## src/rtl/blink_seq_pkg.sv

```systemverilog
// Shared constants for the LED burst sequencer: FSM state encodings and the
// sizing helper for the per-phase tick counter.
package blink_seq_pkg;

  typedef logic [1:0] state_t;

  localparam state_t ST_IDLE = 2'd0;
  localparam state_t ST_ON   = 2'd1;
  localparam state_t ST_OFF  = 2'd2;
  localparam state_t ST_GAP  = 2'd3;

  // Counter must hold 0..max(phase length)-1; never narrower than one bit.
  function automatic int tick_cnt_w(input int on_ticks, input int off_ticks,
                                    input int gap_ticks);
    int m;
    int w;
    m = on_ticks;
    if (off_ticks > m) m = off_ticks;
    if (gap_ticks > m) m = gap_ticks;
    w = $clog2(m);
    if (w < 1) w = 1;
    return w;
  endfunction

endpackage

```

## src/rtl/blink_sequencer.sv

```systemverilog
// Turns the divider's tick strobe into a burst of `count` LED blinks followed
// by a quiet gap, with start/busy/done handshaking and abort.
module blink_sequencer
  import blink_seq_pkg::*;
#(
  parameter int CNT_W     = 4,
  parameter int ON_TICKS  = 1,
  parameter int OFF_TICKS = 1,
  parameter int GAP_TICKS = 4
) (
  input  logic             clk,
  input  logic             rst,
  input  logic             tick,
  input  logic             start,
  input  logic [CNT_W-1:0] count,
  input  logic             abort,
  output logic             busy,
  output logic             done,
  output logic             led
);

  localparam int TW = tick_cnt_w(ON_TICKS, OFF_TICKS, GAP_TICKS);

  localparam logic [TW-1:0] ON_LAST  = TW'(ON_TICKS - 1);
  localparam logic [TW-1:0] OFF_LAST = TW'(OFF_TICKS - 1);
  localparam logic [TW-1:0] GAP_LAST = TW'(GAP_TICKS - 1);

  state_t             state_q, state_d;
  logic [TW-1:0]      tick_cnt_q, tick_cnt_d;
  logic [CNT_W-1:0]   blinks_left_q, blinks_left_d;
  logic               led_q, led_d;
  logic               busy_q, busy_d;
  logic               done_q, done_d;

  always_comb begin
    state_d       = state_q;
    tick_cnt_d    = tick_cnt_q;
    blinks_left_d = blinks_left_q;
    led_d         = led_q;
    busy_d        = busy_q;
    done_d        = 1'b0;

    if (state_q == ST_IDLE) begin
      if (start && (count != '0) && !abort) begin
        state_d       = ST_ON;
        led_d         = 1'b1;
        busy_d        = 1'b1;
        blinks_left_d = count;
        tick_cnt_d    = '0;
      end
    end else if (abort) begin
      // Cancel silently: no done pulse for an aborted burst.
      state_d       = ST_IDLE;
      led_d         = 1'b0;
      busy_d        = 1'b0;
      tick_cnt_d    = '0;
      blinks_left_d = '0;
    end else if (tick) begin
      case (state_q)
        ST_ON: begin
          if (tick_cnt_q == ON_LAST) begin
            led_d         = 1'b0;
            tick_cnt_d    = '0;
            blinks_left_d = blinks_left_q - CNT_W'(1);
            state_d       = (blinks_left_q == CNT_W'(1)) ? ST_GAP : ST_OFF;
          end else begin
            tick_cnt_d = tick_cnt_q + TW'(1);
          end
        end
        ST_OFF: begin
          if (tick_cnt_q == OFF_LAST) begin
            led_d      = 1'b1;
            tick_cnt_d = '0;
            state_d    = ST_ON;
          end else begin
            tick_cnt_d = tick_cnt_q + TW'(1);
          end
        end
        default: begin
          if (tick_cnt_q == GAP_LAST) begin
            state_d    = ST_IDLE;
            busy_d     = 1'b0;
            done_d     = 1'b1;
            tick_cnt_d = '0;
          end else begin
            tick_cnt_d = tick_cnt_q + TW'(1);
          end
        end
      endcase
    end
  end

  always_ff @(posedge clk) begin
    if (rst) begin
      state_q       <= ST_IDLE;
      tick_cnt_q    <= '0;
      blinks_left_q <= '0;
      led_q         <= 1'b0;
      busy_q        <= 1'b0;
      done_q        <= 1'b0;
    end else begin
      state_q       <= state_d;
      tick_cnt_q    <= tick_cnt_d;
      blinks_left_q <= blinks_left_d;
      led_q         <= led_d;
      busy_q        <= busy_d;
      done_q        <= done_d;
    end
  end

  assign led  = led_q;
  assign busy = busy_q;
  assign done = done_q;

endmodule
```

## config.mk

```make
export PLATFORM = sky130hd
export DESIGN_NAME = blink_sequencer
export DESIGN_NICKNAME = d
export VERILOG_FILES = /design/src/rtl/blink_seq_pkg.sv /design/src/rtl/blink_sequencer.sv
export SDC_FILE = /design/constraint.sdc
export NUM_CORES = 1
export LEC_CHECK = 0
export CORE_UTILIZATION = 47
export DETAILED_ROUTE_END_ITERATION = 10
export PLACE_DENSITY = 0.74
export SYNTH_ARGS = -nofsm -noshare
export SYNTH_HDL_FRONTEND = slang
export SYNTH_SLANG_ARGS = --single-unit
```

## constraint.sdc

```tcl
create_clock -name clk -period 1.58 [get_ports clk]
set_input_delay 0.316 -clock clk [delete_from_list [all_inputs] [get_ports clk]]
set_output_delay 0.316 -clock clk [all_outputs]
set_load 0.01 [all_outputs]
```

==> results_dict.tcl <==
set metrics [dict create \
    synth_flop_cell "dfxtp_1" \
    maxSlewHeadroom_pct 73.1 \
    grt_usage_pct 24.6 \
    grt_max_degree 8 \
    multiInputGateArea_sq_um 576 \
    min_period_ns 1.59 \
    drive_above_1_share_pct 29.5 \
    synth.distinct_cells 38 \
    worstMarginPinSlew_ns 0.401 \
    reg2reg_depth 7 \
    synth-seq-area-share_pct 27.5 \
    p_leak_nw 0.423 \
    cts_tree "built" \
    cts_buffers 3 \
    mostFrequentLayoutCells "buf_4, clkdlybuf4s50_1, inv_1, a21oi_1, dfxtp_1" \
    area_delta_synth_final_pct 39.1 \
    grt_pass1_vias 790 \
    io_buffers 11 \
    tns_ns -0.0137 \
    cts_sinks 11 \
    reg2reg_from "state_q[1]" \
    die-area_sq_um 1870 \
    max_freq_ghz 0.628 \
    hold_depth 2 \
    synthCells 94 \
    hold_buffers 0 \
    endpoint_kind "flip-flop" \
    die_y_um 43.2 \
    hp-start "busy" \
    start_kind "flip-flop" \
    syn-num-nets 111 \
    total_power_w 0.000937 \
    antenna_cells 0 \
    gr-total-overflow 0 \
    dp_hpwl_mm 1.54 \
    vias 846 \
    core_area_sq_um 1540 \
    fill_cells 120 \
    regArea_sq_um 223 \
    drv_cap 0 \
    critPathKind "reg2reg" \
    grt_pass1_wl_mm 3.35 \
    clockBufferDepth 2 \
    yosysWarnings 0 \
    r2r_slack_ns -0.01 \
    setup_ws_ns -0.0118 \
    failed_checks "setup timing" \
    drt_wl_total_mm 2.26 \
    ir_drop_mv 0.522 \
    maxSlewViolCount 0 \
    initial_utilization_pct 51.9 \
    cp_max_fo 7 \
    synth_area_per_cell_sq_um 8.51 \
    cts-root-buf "clkbuf_4" \
    ant_nets 0 \
    setup_viol 2 \
    hold_viol 0 \
    mappedNetlistArea_sq_um 800 \
    fin_nets 140 \
    crit_required_ns 1.75 \
    status "finished with violations" \
    fin_hold_ws_ns 0.487 \
    cp.arrival_ns 1.77 \
    h-tree-depth 1 \
    rsz0062_at_grt "yes" \
    fin_skew_ns 0.0117 \
    clkLatencyLatePin_ns 0.29 \
    wl_per_cell_um 16.4 \
    synthArstFlopShare_pct 0 \
    hold_path_class "reg2reg" \
    hold_end "busy" \
    dr.pass1.iters 4 \
    power.density_nw_per_um2 843 \
    io_pins 12 \
    viasPerCell 6.13 \
    chipWidth_um 43.2 \
    drc 0 \
    regToRegEndpoint "state_q[0]" \
    clk_pin_slew_ns 0.08 \
    gp_congestion 0.812 \
    rows 14 \
    period_share_pct 101 \
    ys_seq_elements 11 \
    antenna_found_initial 0 \
    drt_iter0_drc 15 \
    synth_edf_count 0 \
    mostFrequentLayoutCell "buf_4" \
]
worst max-delay path by stage:
stage	start	to	slack, ns	depth (start not counted)
after floorplan	state_q[1]	state_q[1]	0.05	6
after global placement	count[2]	tick_cnt_q[0]	-0.15	5
after detailed placement	count[2]	blinks_left_q[3]	-0.17	5
after CTS	state_q[0]	state_q[1]	0.002	6
after global routing	state_q[1]	tick_cnt_q[1]	-0.04	7
final	state_q[1]	state_q[0]	-0.01	7
state kept, by name (all words and copies together), names as in the netlist:
name / cells
blinks_left_q: 4
busy: 1
state_q: 2
tick_cnt_q: 2
done: 1
led: 1
kinds of logic after synthesis:
logic type	share of synthesized area (%)
AND/OR/NAND/NOR	22.8
buffers and inverters	6.42
AO/OA/AOI/OAI	30.7
adder cells (fa/ha/maj)	12.5
flip-flops	27.5
through the flow:
| step | utilization [%] | setup slack (ns) | instances | instance area, sq um |
|---|---|---|---|---|
| 2_1_floorplan | - | 0.0532 | 94 | 800 |
| 3_3_place_gp | 66.2 | -0.146 | 132 | 1020 |
| 3_5_place_dp | 66.2 | -0.169 | 132 | 1020 |
| 4_1_cts | 69.2 | 0.00188 | 137 | 1070 |
| 5_1_grt | 72.2 | -0.0446 | 138 | 1110 |
| 6_report | 72.2 | -0.0118 | 138 | 1110 |
cell usage after synthesis, types with 2 or more instances:
master     n  area (sq um)
a21oi_1   10          50.1
a311oi_1   2          17.5
buf_2      2          10.0
dfxtp_1   11           220
ha_1       8           100
inv_1     10          37.5
nand2_1    6          22.5
nand2b_1   2          12.5
nand3_1    5          25.0
nor2_1     3          11.3
nor4_1     3          18.8
o21ai_0    6          30.0
power by group:
| group | leakage (nW) | switching (W) | internal [W] | total, W |
|---|---|---|---|---|
| clock network | 0.0150 | 0.000116 | 0.0000984 | 0.000214 |
| registers | 0.0908 | 0.0000306 | 0.000306 | 0.000337 |
| logic | 0.317 | 0.000196 | 0.000190 | 0.000386 |
| total | 0.423 | 0.000343 | 0.000595 | 0.000937 |
worst max-delay path, cell delays in order (launching register included):
cell and delay (ns):
dfxtp_2 0.33, inv_1 0.14, ha_2 0.29, buf_4 0.15, nand2b_1 0.14, o31ai_4 0.10
o221ai_1 0.22, o41ai_1 0.12
cell type report:
class                   instances  area share, %
clock buffers                   4           2.36
inverters                      10           3.37
multi-input cells              70           51.7
flip-flops and latches         11           20.0
well taps                      16           1.80
repair buffers                 27           20.7
layer usage:
layer	vias up	track usage [%]	routed length (um)	share of wire, %
met2	42	37.6	1060	47
met1	390	31.0	1000	44
li1	409	-	-	-
met5	-	0	0	0
met4	0	13.3	46	2.0
met3	5	6.38	155	6.9
timing repair:
item	CTS	global route
gates cloned	0	0
setup buffers	1	1
setup endpoints to repair	3	8
resized for setup	4	8
pin swaps	1	2
Note: power is estimated with default switching activity, not from simulation.
